==> src/rtl/dmem_stream_reader.sv <==
// Sequential read streamer: issues reads to a 1-cycle-latency synchronous memory
// and presents the samples in address order on a valid/ready stream.
module dmem_stream_reader #(
    parameter int DATA_W = 32,
    parameter int ADDR_W = 10
) (
    input  logic              clk,
    input  logic              reset,
    input  logic              start,
    input  logic [ADDR_W-1:0] base_addr,
    input  logic [ADDR_W:0]   length,
    output logic              busy,
    output logic              done,
    output logic              mem_rd_en,
    output logic [ADDR_W-1:0] mem_addr,
    input  logic [DATA_W-1:0] mem_rd_data,
    output logic              m_valid,
    output logic [DATA_W-1:0] m_data,
    output logic              m_last,
    input  logic              m_ready
);

    localparam logic [ADDR_W:0] DEPTH = {1'b1, {ADDR_W{1'b0}}};

    typedef enum logic [1:0] {IDLE, RUN, DRAIN} state_t;

    state_t            state_q;
    logic [ADDR_W-1:0] rd_ptr_q;
    logic [ADDR_W-1:0] last_addr_q;
    logic [ADDR_W:0]   issue_rem_q;
    logic              done_q;
    logic              inflight_q;
    logic              inflight_last_q;
    logic [1:0]        cnt_q;
    logic [DATA_W:0]   ent0_q;
    logic [DATA_W:0]   ent1_q;

    logic              pop;
    logic              issue;
    logic              last_issue;
    logic [1:0]        cnt_d;
    logic [ADDR_W:0]   len_sat;
    logic [DATA_W:0]   new_ent;

    // Occupancy after this cycle's arrival and pop; a new read may only be
    // issued if it still leaves room in the 2-entry buffer.
    always_comb begin
        pop        = (cnt_q != 2'd0) && m_ready;
        cnt_d      = cnt_q + {1'b0, inflight_q} - {1'b0, pop};
        issue      = (state_q == RUN) && (issue_rem_q != '0) && (cnt_d < 2'd2);
        last_issue = issue && (issue_rem_q == (ADDR_W+1)'(1));
        len_sat    = (length > DEPTH) ? DEPTH : length;
        new_ent    = {inflight_last_q, mem_rd_data};
    end

    assign mem_rd_en = issue;
    assign mem_addr  = issue ? rd_ptr_q : last_addr_q;
    assign busy      = (state_q != IDLE);
    assign done      = done_q;
    assign m_valid   = (cnt_q != 2'd0);
    assign m_data    = m_valid ? ent0_q[DATA_W-1:0] : '0;
    assign m_last    = m_valid & ent0_q[DATA_W];

    always_ff @(posedge clk) begin
        if (reset) begin
            state_q         <= IDLE;
            rd_ptr_q        <= '0;
            last_addr_q     <= '0;
            issue_rem_q     <= '0;
            done_q          <= 1'b0;
            inflight_q      <= 1'b0;
            inflight_last_q <= 1'b0;
            cnt_q           <= 2'd0;
        end else begin
            done_q          <= 1'b0;
            inflight_q      <= issue;
            inflight_last_q <= last_issue;
            cnt_q           <= cnt_d;
            if (issue) begin
                rd_ptr_q    <= rd_ptr_q + ADDR_W'(1);
                last_addr_q <= rd_ptr_q;
                issue_rem_q <= issue_rem_q - (ADDR_W+1)'(1);
            end
            case (state_q)
                IDLE: begin
                    if (start) begin
                        if (len_sat != '0) begin
                            rd_ptr_q    <= base_addr;
                            issue_rem_q <= len_sat;
                            state_q     <= RUN;
                        end else begin
                            done_q <= 1'b1;
                        end
                    end
                end
                RUN: begin
                    if (last_issue) state_q <= DRAIN;
                end
                DRAIN: begin
                    if (pop && ent0_q[DATA_W]) begin
                        state_q <= IDLE;
                        done_q  <= 1'b1;
                    end
                end
                default: state_q <= IDLE;
            endcase
        end
    end

    // Buffer payload is not reset: stale entries are masked by cnt_q, and
    // data arriving for a read issued before reset is never counted.
    always_ff @(posedge clk) begin
        case ({inflight_q, pop})
            2'b10: begin
                if (cnt_q == 2'd0) ent0_q <= new_ent;
                else               ent1_q <= new_ent;
            end
            2'b01: ent0_q <= ent1_q;
            2'b11: begin
                if (cnt_q == 2'd1) begin
                    ent0_q <= new_ent;
                end else begin
                    ent0_q <= ent1_q;
                    ent1_q <= new_ent;
                end
            end
            default: ;
        endcase
    end

endmodule

==> config.mk <==
export PLATFORM = sky130hd
export DESIGN_NAME = dmem_stream_reader
export DESIGN_NICKNAME = d
export VERILOG_FILES = /design/src/rtl/dmem_stream_reader.sv
export SDC_FILE = /design/constraint.sdc
export NUM_CORES = 1
export LEC_CHECK = 0
export CORE_AREA = 2 2 110 112
export CTS_CLUSTER_DIAMETER = 80
export DETAILED_ROUTE_END_ITERATION = 10
export DIE_AREA = 0 0 112 114
export PLACE_DENSITY = 0.69
export SLEW_MARGIN = 20
export SYNTH_ARGS = -nofsm -noshare
export SYNTH_HDL_FRONTEND = slang
export SYNTH_SLANG_ARGS = --single-unit
==> constraint.sdc <==
create_clock -name clk -period 6.2 [get_ports clk]
set_input_delay 1.86 -clock clk [delete_from_list [all_inputs] [get_ports clk]]
set_output_delay 1.86 -clock clk [all_outputs]
set_load 0.02 [all_outputs]
# --- Word level (Yosys, flattened, before mapping) ---
# Cells that the tools add are included.
word_totals:
  in_bits: 57
  ff_bits: 104
  output_inout_bits: 47
op_classes:
  eq_ne: 14
  n_lt_le_gt_ge: 2
  n_addsub: 4
  mux: 26
  n_bitwise: 1
  reduce_logical: 16
op_table:
  columns: ["operator", "count"]
  rows:
  - ["33-bit two-way mux", 4]
  - ["33-bit case mux with 3 select lines", 1]
  - ["33-bit case mux with 2 select lines", 1]
  - ["11-bit two-way mux", 5]
  - ["10-bit two-way mux", 5]
  - ["32-bit two-way mux", 1]
  - ["11-bit nonzero test", 2]
  - ["2-bit != test, second input constant", 7]
  - ["11-bit by 1-bit equality test with 1-bit output, second input constant", 1]
  - ["11-bit > comparator, second input constant", 1]
  - ["11-bit by 1-bit subtractor with 11-bit output, second input constant", 1]
  - ["10-bit by 1-bit adder with 10-bit output, second input constant", 1]
  - ["2-bit two-way mux", 4]
  - ["2-bit by 1-bit equality test with 1-bit output, second input constant", 3]
  - ["2-bit equality test, second input constant", 3]
  - ["2-bit case mux with 3 select lines", 1]
  - ["2-bit nonzero test", 3]
  - ["1-bit logical AND", 5]
  - ["2-bit zero test", 2]
  - ["4-bit AND reduction", 1]
  - ["1-bit two-way mux", 3]
  - ["3-bit AND reduction", 1]
  - ["3-bit nonzero test", 1]
  - ["2-bit by 1-bit adder with 2-bit output", 1]
  - ["other kinds (5)", 5]

# --- Depth between registers and ports, before layout ---
# Gate-level depths: netlist of run 1.
logic_depth:
  ltp_word: 9
  depth_mapped: 13
  mapped_depth_nobuf: 10

# --- Worst setup path after synthesis of run 1 ---
# No wires, ideal clock.
synth_path:
  path_type: "input to output"
  startpoint: "in m_ready"
  endpoint: "out mem_addr[7]"
  slack_ps: 708
  n_path_buf: 2
  cell_stages: 10
  arrival_ps: 3632
  cell_sequence: "and2_1 -> ha_1 -> inv_1 -> ha_1 -> xnor3_2 -> and2_4 -> buf_6 -> nand2_2 -> buf_2 -> mux2_4"
synth_between:
  elab_chain_cells: 5
synth_rtl:
  columns: ["element", "line", "text"]
  rows:
  - ["start: declaration", "20", "input logic m_ready"]
  - ["1-bit logical AND", "48", "pop = (cnt_q != 2'd0) && m_ready;"]
  - ["2-bit by 1-bit subtractor with 2-bit output", "49", "cnt_d = cnt_q + {1'b0, inflight_q} - {1'b0, pop};"]
  - ["2-bit less-than comparator", "50", "issue = (state_q == RUN) && (issue_rem_q != '0) && (cnt_d < 2'd2);"]
  - ["1-bit logical AND", "50", null]
  - ["10-bit two-way mux", null, null]
  - ["end: declaration", "15", "output logic [ADDR_W-1:0] mem_addr,"]
# No other way between the ends.

# --- Worst setup path in the final report of run 1 ---
# Ends and elaborated chain as after synthesis.

==> metrics.yaml, run 1 <==
setup_path:
  cp_top_delay_family: "buffers and inverters"
  timing_worst_setup_path_type: "in2out"
  worst_ep_arrival_time_ns: 4.19
  worst-path-buf-inv: 4
  reg2reg_to: "rd_ptr_q[5]$_SDFF_PP0_"
  cpMostUsedCell: "sky130_fd_sc_hd__ha_1"
  crit_end: "mem_addr[7]"
  worst_ep_required_time_ns: 4.34
  crit_path_max_fanout: 17
  reg2reg_slack_ns: 3.17
  crit_path_start_kind: "primary input"
  crit_slowest_cell: "sky130_fd_sc_hd__clkdlybuf4s50_1"
  timing.critical_path.cells: "clkdlybuf4s50_1, and2_1, ha_1, inv_1, ha_1, xnor3_2, and2_4, nand2_2, buf_12, mux2_4, clkdlybuf4s15_1"
  worstSetupPathDepth: 11
  r2r.worst_path.cells: 11
  worstSetupEndpointType: "output port"
  worstSetupStartpoint: "m_ready"
  critical_path.max_stage_delay_ns: 0.47
  r2r-start: "cnt_q[1]$_SDFF_PP0_"
drt:
  wl_per_cell_um: 15.0
  drt-vias-per-instance: 5.06
  drt_drc_violations_left: 0
  vias: 3121
  ant_nets: 0
  routed_wirelength_mm: 9.26
  first_pass_iters: 4
  drt_iter0_drc: 168
layout:
  antenna-diode-count: 0
  areaGrowthSynthToFinish_pct: 32.6
  layout-drive-gt1-share: 0.170
  layout.nets: 527
global_routing:
  pin_count_of_the_biggest_net_entering_global_routing: 37
  globalRoute.totalOverflow: 0
  number_of_global_route_vias_before_repair: 3074
  globalRouteTotalUtil: 0.146
  wire_length_of_the_first_global_routing_pass_mm: 15.1
  number_of_antenna_violations_at_the_first_check_in_global_routing: 0
die:
  design.core.area_um2: 11700
  row_count: 40
  die_area_um2: 12800
  die_width_um: 112
  number_of_top_level_design_ports: 104
  floorplan.initialDensity: 0.391
  fp.dieH_um: 114
synth:
  syn-num-nets: 420
  yosys.area.top_type_share: 0.433
  synthCells: 358
  syn-mean-instance-area_um2: 12.8
  synth.largest_area_cell: "sky130_fd_sc_hd__edfxtp_1"
  ys.flop_type: "sky130_fd_sc_hd__edfxtp_1"
  synth.yosys.warnings: 0
  netlist_area_um2: 4580
  seq_area_frac_synth: 0.599
  synth-async-reset-ratio: 0
  synth_edf_count: 66
  top_cells_by_instance_count_after_synthesis: "66 x sky130_fd_sc_hd__edfxtp_1, 38 x sky130_fd_sc_hd__dfxtp_1, 35 x sky130_fd_sc_hd__and2_1"
  synthTopCellsByArea: "sky130_fd_sc_hd__edfxtp_1 43%, sky130_fd_sc_hd__dfxtp_1 17%, sky130_fd_sc_hd__mux2_2 8.4%, sky130_fd_sc_hd__and2_1 4.8%, sky130_fd_sc_hd__mux2_1 2.2%"
  yosys.cell_count.top_type: "sky130_fd_sc_hd__edfxtp_1"
  ys_seq_elements: 104
  synthDistinctLibCells: 49
timing:
  rsz0062_at_grt: "false"
  final_min_period_over_clock_period: 0.975
  setup_viol: 0
  slew_headroom: 0.470
  layout_min_cycle_time_ns: 6.05
  hold-worst-slack_ns: 0.429
  setup_clock_skew_after_layout_ns: 0.00995
  finalHoldViolCount: 0
  max_freq_mhz: 165
  final_critical_path_setup_slack_ns: 0.153
  worst-slew-pin-transition_ns: 0.795
  final_max_slew_viol_count: 0
power_and_ir_drop:
  power_per_cell_area_nw_per_um2: 355
  p_leak_nw: 2.17
  worst_ir_drop_vdd_mv: 0.178
cts:
  path_clk_slew_ns: 0.06
  clock-sinks: 104
  h-tree-depth: 3
  tritoncts.num_buffers: 9
  clk_root_buffer_cell: "sky130_fd_sc_hd__clkbuf_16"
  cts_tree: "built"
  clock_tree.buffer_depth: 2
  clock_latency_ns: 0.34
  post_cts.repair.setup_buffers: 0
flow_run:
  max_capacitance_violation_total: 0
placed_design:
  port-buffer-count: 103
  post-dp-hpwl_mm: 6.38
  place_worst_setup_slack_ns: -0.181
  place_congestion: 0.804
run_status:
  status: "completed"
worst_hold_path:
  holdCritPathClass: "reg2reg"
-- per-layer routing --
| layer | share of wire | GRT usage |
|---|---|---|
| met5 | 0 | 0 |
| met3 | 0.067 | 0.0452 |
| met4 | 0.010 | 0.0415 |
| met2 | 0.46 | 0.239 |
| met1 | 0.46 | 0.189 |
-- final cells by class --
cell class | instances | area (um^2)
fill | 1072 | 5640
sequential | 104 | 2740
multi-input combinational | 231 | 1740
timing repair buffer | 111 | 1080
clock buffer | 10 | 229
tap | 147 | 184
clock inverter | 6 | 67.6
inverter | 8 | 30.0
-- flip-flops by register name, indices dropped and copies added (netlist names) --
name and count:
rd_ptr_q 10, issue_rem_q 11, ent0_q 33, inflight_last_q 1, cnt_q 2, inflight_q 1
last_addr_q 10, state_q 2, ent1_q 33, done 1
-- placed cells by master (no fill, tap or decap), types with 9 or more instances in the layout --
| cell type | netlist | routed |
|---|---|---|
| sky130_fd_sc_hd__nor2_1 | 20 | 20 |
| sky130_fd_sc_hd__dfxtp_1 | 38 | 38 |
| sky130_fd_sc_hd__and2_1 | 35 | 35 |
| sky130_fd_sc_hd__edfxtp_1 | 66 | 66 |
| sky130_fd_sc_hd__clkdlybuf4s50_1 | 0 | 93 |
| sky130_fd_sc_hd__clkbuf_2 | 0 | 9 |
| sky130_fd_sc_hd__clkbuf_16 | 0 | 9 |
| sky130_fd_sc_hd__mux2_2 | 34 | 34 |
| sky130_fd_sc_hd__mux2_1 | 9 | 9 |
| sky130_fd_sc_hd__nand2_1 | 15 | 15 |
| sky130_fd_sc_hd__nor2b_1 | 12 | 12 |
-- cell families after synthesis --
kind of cell / Yosys count / synth area share
AND/OR/NAND/NOR: 132 / 0.170
AO/OA/AOI/OAI: 33 / 0.0470
XOR/XNOR: 14 / 0.0301
multiplexers: 47 / 0.117
buffers and inverters: 23 / 0.0235
flip-flops: 104 / 0.599
adder cells (fa/ha/maj): 5 / 0.0137
-- timing repair --
action,in CTS,in global routing
resized for setup,10,19
setup endpoints to repair,10,10
hold endpoints to repair,0,0
hold buffers,0,0
pin swaps,0,0
-- through the flow --
step           area [um^2]  std cells  power, mW   util  setup TNS (ns)
2_1_floorplan         4580        358       1.32      -               0
3_3_place_gp          5790        600       1.61  0.495           -1.08
3_5_place_dp          5790        600       1.62  0.495           -1.52
4_1_cts               6080        616       2.18  0.519               0
5_1_grt               6070        617       2.26  0.518               0
6_report              6070        617       2.15  0.518               0
-- report_power, final --
group          switching, mW  total (mW)  internal, mW
combinational          0.372       0.718         0.347
clock                  0.243       0.558         0.315
sequential            0.0346       0.878         0.843
-- worst min path at each step --
stage	to	start	slack, ns	cells after the start
3_3_place_gp	ent1_q[32]$_DFFE_PP_	inflight_last_q$_SDFF_PP0_	0.41	0
3_5_place_dp	ent1_q[32]$_DFFE_PP_	inflight_last_q$_SDFF_PP0_	0.41	0
4_1_cts	ent1_q[32]$_DFFE_PP_	inflight_last_q$_SDFF_PP0_	0.43	0
5_1_grt	ent1_q[32]$_DFFE_PP_	inflight_last_q$_SDFF_PP0_	0.45	0
2_1_floorplan	ent1_q[32]$_DFFE_PP_	inflight_last_q$_SDFF_PP0_	0.40	0
6_report	ent1_q[32]$_DFFE_PP_	inflight_last_q$_SDFF_PP0_	0.43	0
-- worst reg2reg max path, delay by kind of cell (launching register included) --
kind            cells  cell delay (ns)
simple gates        4             1.40
fa+ha+maj           2             0.44
xor+xnor            2             0.39
flops               1             0.35
compound gates      1             0.21
buf+inv             2             0.17
No activity file was read; power rests on OpenSTA's default activity.
==> run 2, diff against run 1 <==
Settings changed: CORE_AREA 2 2 110 112 to 2 2 131 95, DIE_AREA 0 0 112 114 to 0 0 133 97, SLEW_MARGIN 20 to default.
==> run 2 against run 1 <==
  * Die area rose by 1.0%
  * Combinational power is essentially flat
  * Via count shrank 1.4%
  * First-iteration DRC count down 11%
  * Non-clock buffer count shrank 1
  * Sequential power about the same
  * Cell count up 1.5%
  * Flip-flop and latch count unchanged
  * Core utilization grew 1.1 points
  * Power increased by 0.21%
  * Clock power barely moved
  * Worst hold slack improved by 0.023 ns
  * Critical path type unchanged
  * Largest cell class unchanged
  * Highest routed layer unchanged
==> metrics.yaml, run 2 (same netlist as run 1, synthesis figures left out) <==
cts:
  clock-sinks: 104
  h-tree-depth: 3
  tritoncts.num_buffers: 9
  clock_latency_ns: 0.33
  clock_tree.buffer_depth: 2
  cts_tree: "built"
  path_clk_slew_ns: 0.07
  clk_root_buffer_cell: "sky130_fd_sc_hd__clkbuf_16"
timing:
  setup_clock_skew_after_layout_ns: 0.00545
  final_critical_path_setup_slack_ns: 0.145
  layout_min_cycle_time_ns: 6.06
  rsz0062_at_grt: "false"
  final_min_period_over_clock_period: 0.977
  max_freq_mhz: 165
  final_max_slew_viol_count: 0
  worst-slew-pin-transition_ns: 1.11
  finalHoldViolCount: 0
  setup_viol: 0
  slew_headroom: 0.257
placed_design:
  place_worst_setup_slack_ns: -0.226
  port-buffer-count: 103
  post-dp-hpwl_mm: 6.60
  place_congestion: 0.839
layout:
  areaGrowthSynthToFinish_pct: 33.1
  fill_cells: 993
  utilization: 0.529
  antenna-diode-count: 0
  most-common-layout-cells: "92 x sky130_fd_sc_hd__clkdlybuf4s50_1, 66 x sky130_fd_sc_hd__edfxtp_1, 38 x sky130_fd_sc_hd__dfxtp_1"
  layout-drive-gt1-share: 0.154
  layout.cells.most_common: "sky130_fd_sc_hd__clkdlybuf4s50_1"
  layout.nets: 526
  reg_top3: "ent0_q x33, ent1_q x33, issue_rem_q x11"
worst_hold_path:
  holdCritPathClass: "reg2reg"
  hold_end: "ent1_q[32]$_DFFE_PP_"
  min-delay-start: "inflight_last_q$_SDFF_PP0_"
  worstHoldPathCells: 0
die:
  design.core.area_um2: 11500
  number_of_top_level_design_ports: 104
  fp.dieH_um: 97
  die_area_um2: 12900
  row_count: 33
  floorplan.initialDensity: 0.398
  die_width_um: 133
setup_path:
  r2r-start: "cnt_q[1]$_SDFF_PP0_"
  reg2reg_to: "rd_ptr_q[5]$_SDFF_PP0_"
  reg2reg_slack_ns: 3.11
  worstSetupEndpointType: "output port"
  worst_ep_arrival_time_ns: 4.20
  r2r.worst_path.cells: 11
  worst_ep_required_time_ns: 4.34
  crit_path_start_kind: "primary input"
  timing_worst_setup_path_type: "in2out"
  crit_path_max_fanout: 12
flow_run:
  max_capacitance_violation_total: 0
power_and_ir_drop:
  p_leak_nw: 2.21
  worst_ir_drop_vdd_mv: 0.188
  power_per_cell_area_nw_per_um2: 354
drt:
  drt_iter0_drc: 150
  routed_wirelength_mm: 9.50
  ant_nets: 0
  first_pass_iters: 4
  drt-vias-per-instance: 4.91
  wl_per_cell_um: 15.2
  vias: 3076
  drt_drc_violations_left: 0
global_routing:
  pin_count_of_the_biggest_net_entering_global_routing: 37
  number_of_global_route_vias_before_repair: 3160
  number_of_antenna_violations_at_the_first_check_in_global_routing: 0
  globalRoute.totalOverflow: 0
  globalRouteTotalUtil: 0.152
  wire_length_of_the_first_global_routing_pass_mm: 15.7
run_status:
  status: "completed"
-- run 2: worst max-delay path by stage --
stage,end,startpoint
final,mem_addr[3],m_ready
after global routing,mem_addr[3],m_ready
after CTS,mem_rd_en,m_ready
after detailed placement,mem_addr[3],m_ready
after global placement,mem_addr[5],m_ready
after floorplan,mem_addr[7],m_ready
-- run 2: what timing repair did --
item                                    CTS  global route
endpoints found under the setup margin   11             3
resized for setup                        11             2
buffers inserted                          0             0
hold buffers                              0             0
-- run 2: layout make-up --
cell class	instances	area (um^2)	area share
clock buffers	10	230	0.0378
clock inverters	6	66.3	0.0109
inverters	8	30.0	0.00493
multi-input cells	231	1760	0.288
flip-flops and latches	104	2740	0.450
well taps	157	196	0.0322
repair buffers	110	1070	0.176
-- run 2: layer usage --
metal	up-vias	wire length (um)	share of wire	global-route usage
met1	1478	4660	0.49	0.208
li1	1511	-	-	-
met3	7	531	0.056	0.0440
met2	80	4210	0.44	0.238
met4	0	85	0.0090	0.0380
met5	-	0	0	0
-- run 2: worst max-delay path, cell delays in order --
cell,delay (ns)
sky130_fd_sc_hd__clkdlybuf4s50_1,0.49
sky130_fd_sc_hd__and2_1,0.16
sky130_fd_sc_hd__ha_1,0.23
sky130_fd_sc_hd__inv_1,0.06
sky130_fd_sc_hd__ha_1,0.14
sky130_fd_sc_hd__xnor3_2,0.25
sky130_fd_sc_hd__and2_4,0.19
sky130_fd_sc_hd__nand2_8,0.11
sky130_fd_sc_hd__mux2_1,0.36
sky130_fd_sc_hd__dlygate4sd2_1,0.33
-- run 2: power by group --
part,internal [mW],leakage [nW],switching [mW]
registers,0.844,0.915,0.0360
clock network,0.316,0.146,0.243
logic,0.338,1.15,0.381
total,1.50,2.21,0.660
-- run 2: metrics by stage --
step           cells  hold WS, ns  total power [mW]  setup TNS, ns  instance area (um^2)
2_1_floorplan    358        0.403              1.32              0                  4580
3_3_place_gp     610        0.414              1.61          -1.67                  5790
3_5_place_dp     610        0.432              1.63          -2.13                  5790
4_1_cts          626        0.448              2.18              0                  6080
5_1_grt          626        0.466              2.28              0                  6090
6_report         626        0.452              2.16              0                  6090
==> run 3, diff against run 2 <==
Settings changed: ABC_CLOCK_PERIOD_IN_PS from default to 6200, REMOVE_ABC_BUFFERS from default to 1.
==> run 3 against run 2 <==
  * Clock-buffer cell count fell by 1
  * Power fell by 0.97%
  * Critical path depth did not move
  * Register-to-register slack improved by 0.04 ns
  * Worst hold slack got worse by 0.019 ns
  * Global-route usage rose by 0.52 points
  * Sequential power barely moved
  * Critical path type unchanged
  * Via count rose by 3.1%
  * Cell count did not move
  * First-iteration DRC count rose by 31%
  * Clock skew rose by 0.0024 ns
==> metrics.yaml, run 3 (same netlist as run 1, synthesis figures left out) <==
run_status:
  status: "completed"
global_routing:
  globalRoute.totalOverflow: 0
  wire_length_of_the_first_global_routing_pass_mm: 15.8
  globalRouteTotalUtil: 0.158
  number_of_global_route_vias_before_repair: 3042
  pin_count_of_the_biggest_net_entering_global_routing: 37
  number_of_antenna_violations_at_the_first_check_in_global_routing: 1
setup_path:
  crit_slowest_cell: "sky130_fd_sc_hd__clkdlybuf4s50_1"
  crit_path_start_kind: "primary input"
  worst-path-buf-inv: 3
  worst_ep_required_time_ns: 4.34
  cpMostUsedCell: "sky130_fd_sc_hd__ha_1"
  cp_top_delay_family: "buffers and inverters"
  worst_ep_arrival_time_ns: 4.18
  timing.critical_path.cells: "clkdlybuf4s50_1, and2_1, ha_1, inv_1, ha_1, xnor3_2, and2_4, nand2_8, mux2_1, dlygate4sd2_1"
  critical_path.max_stage_delay_ns: 0.48
  timing_worst_setup_path_type: "in2out"
  worstSetupEndpointType: "output port"
  crit_path_max_fanout: 12
cts:
  cts_tree: "built"
  clock-sinks: 104
  post_cts.repair.setup_buffers: 0
  tritoncts.num_buffers: 9
  hold_buffers: 0
  clock_latency_ns: 0.35
  path_clk_slew_ns: 0.07
  h-tree-depth: 3
  clock_tree.buffer_depth: 2
  clk_root_buffer_cell: "sky130_fd_sc_hd__clkbuf_16"
placed_design:
  dpl-instance-area_um2: 5790
  place_congestion: 0.797
  post-dp-hpwl_mm: 7.06
  port-buffer-count: 103
layout:
  reg_top3: "ent0_q x33, ent1_q x33, issue_rem_q x11"
  antenna-diode-count: 0
  fill_cells: 982
  most-common-layout-cells: "93 x sky130_fd_sc_hd__clkdlybuf4s50_1, 66 x sky130_fd_sc_hd__edfxtp_1, 38 x sky130_fd_sc_hd__dfxtp_1"
  layout.nets: 526
  register_area_um2: 2740
  area_taken_by_multi_input_logic_gates_um2: 1750
  final_area_um2: 6070
  areaGrowthSynthToFinish_pct: 32.6
  layout-drive-gt1-share: 0.149
  layout.cells.most_common: "sky130_fd_sc_hd__clkdlybuf4s50_1"
timing:
  setup_viol: 0
  layout_min_cycle_time_ns: 6.04
  final_min_period_over_clock_period: 0.974
  max_freq_mhz: 166
  slew_headroom: 0.451
  finalHoldViolCount: 0
  hold-worst-slack_ns: 0.432
  worst-slew-pin-transition_ns: 0.823
  rsz0062_at_grt: "false"
  setup_clock_skew_after_layout_ns: 0.00789
  final_max_slew_viol_count: 0
drt:
  top_layer: "met4"
  first_pass_iters: 4
  routed_wirelength_mm: 10.0
  route.met3.wl_um: 800
  drt_iter0_drc: 196
  vias: 3170
  drt_drc_violations_left: 0
  wl_per_cell_um: 16.0
  wirelength_met1_mm: 4.83
  ant_nets: 0
  dr_wl_met2_mm: 4.33
  drt-vias-per-instance: 5.06
die:
  number_of_top_level_design_ports: 104
  die_width_um: 133
  design.core.area_um2: 11500
  floorplan.initialDensity: 0.398
  fp.dieH_um: 97
  row_count: 33
  die_area_um2: 12900
worst_hold_path:
  holdCritPathClass: "reg2reg"
power_and_ir_drop:
  p_leak_nw: 2.19
  share_comb_of_total_power: 0.331
  power_per_cell_area_nw_per_um2: 352
  share_clk_of_total_power: 0.257
  worst_ir_drop_vdd_mv: 0.169
  p_sw_frac: 0.317
  sequentialPowerShare: 0.412
  switching_power_mw: 0.678
  cell_int_power_mw: 1.46
flow_run:
  max_capacitance_violation_total: 0
[run 3: changes by cell type in the layout (fill, tap and decap cells not counted), sizes merged]
cell           previous run  this run
dlymetal6s2s              1         0
clkinv                    2         1
bufinv                    1         0
clkdlybuf4s50            92        93
clkbuf                   10         9
inv                      10        13
[run 3: layout make-up]
cell class | instances | share of cell area
Timing Repair Buffer | 110 | 0.176
Inverter | 8 | 0.00495
Multi-Input combinational cell | 231 | 0.288
Tap cell | 157 | 0.0324
Clock inverter | 7 | 0.00989
Sequential cell | 104 | 0.452
Clock buffer | 9 | 0.0371
[run 3: worst paths after layout]
kind	slack, ns	cells after the start	startpoint	end
setup / recovery	0.16	10	m_ready	mem_addr[0]
setup reg to reg	3.15	11	cnt_q[1]$_SDFF_PP0_	rd_ptr_q[5]$_SDFF_PP0_
hold / removal	0.43	0	inflight_last_q$_SDFF_PP0_	ent1_q[32]$_DFFE_PP_
hold reg to reg	0.43	0	inflight_last_q$_SDFF_PP0_	ent1_q[32]$_DFFE_PP_
[run 3: metal layers]
layer  global-route usage  vias to the layer above
met1                0.212                     1534
met2                0.236                      109
met3               0.0639                        7
li1                     -                     1520
met4               0.0422                        0
met5                    0                        -
[run 3: through the flow]
stage,power [mW],setup TNS [ns],setup WS [ns],utilization,cells
finish,2.14,0,0.158,0.527,626
global route,2.24,0,0.000974,0.527,626
CTS,2.16,0,0.0796,0.526,626
detailed placement,1.61,-2.13,-0.235,0.502,610
global placement,1.60,-1.52,-0.163,0.502,610
floorplan,1.30,0,0.700,-,343
[run 3: worst reg2reg max path: cells and delay by family, from the launching register on]
| kind | cells | cell delay (ns) |
|---|---|---|
| flip-flops | 1 | 0.34 |
| AO/OA/AOI/OAI | 1 | 0.23 |
| XOR/XNOR | 2 | 0.39 |
| adder cells (fa/ha/maj) | 2 | 0.45 |
| AND/OR/NAND/NOR | 4 | 1.38 |
| buffers and inverters | 2 | 0.17 |
[run 3: timing repair]
action / in CTS / in global routing
endpoints found under the setup margin: 10 / 8
endpoints found under the hold margin: 0 / 0
resized for setup: 11 / 1
cloned: 0 / 0
[run 3: power groups by stage]
stage          sequential [mW]  combinational, mW  clock, mW
2_1_floorplan            0.882              0.420          0
3_3_place_gp             0.892              0.705          0
3_5_place_dp             0.897              0.713          0
4_1_cts                  0.881              0.711      0.566
5_1_grt                  0.889              0.764      0.587
6_report                 0.881              0.707      0.550
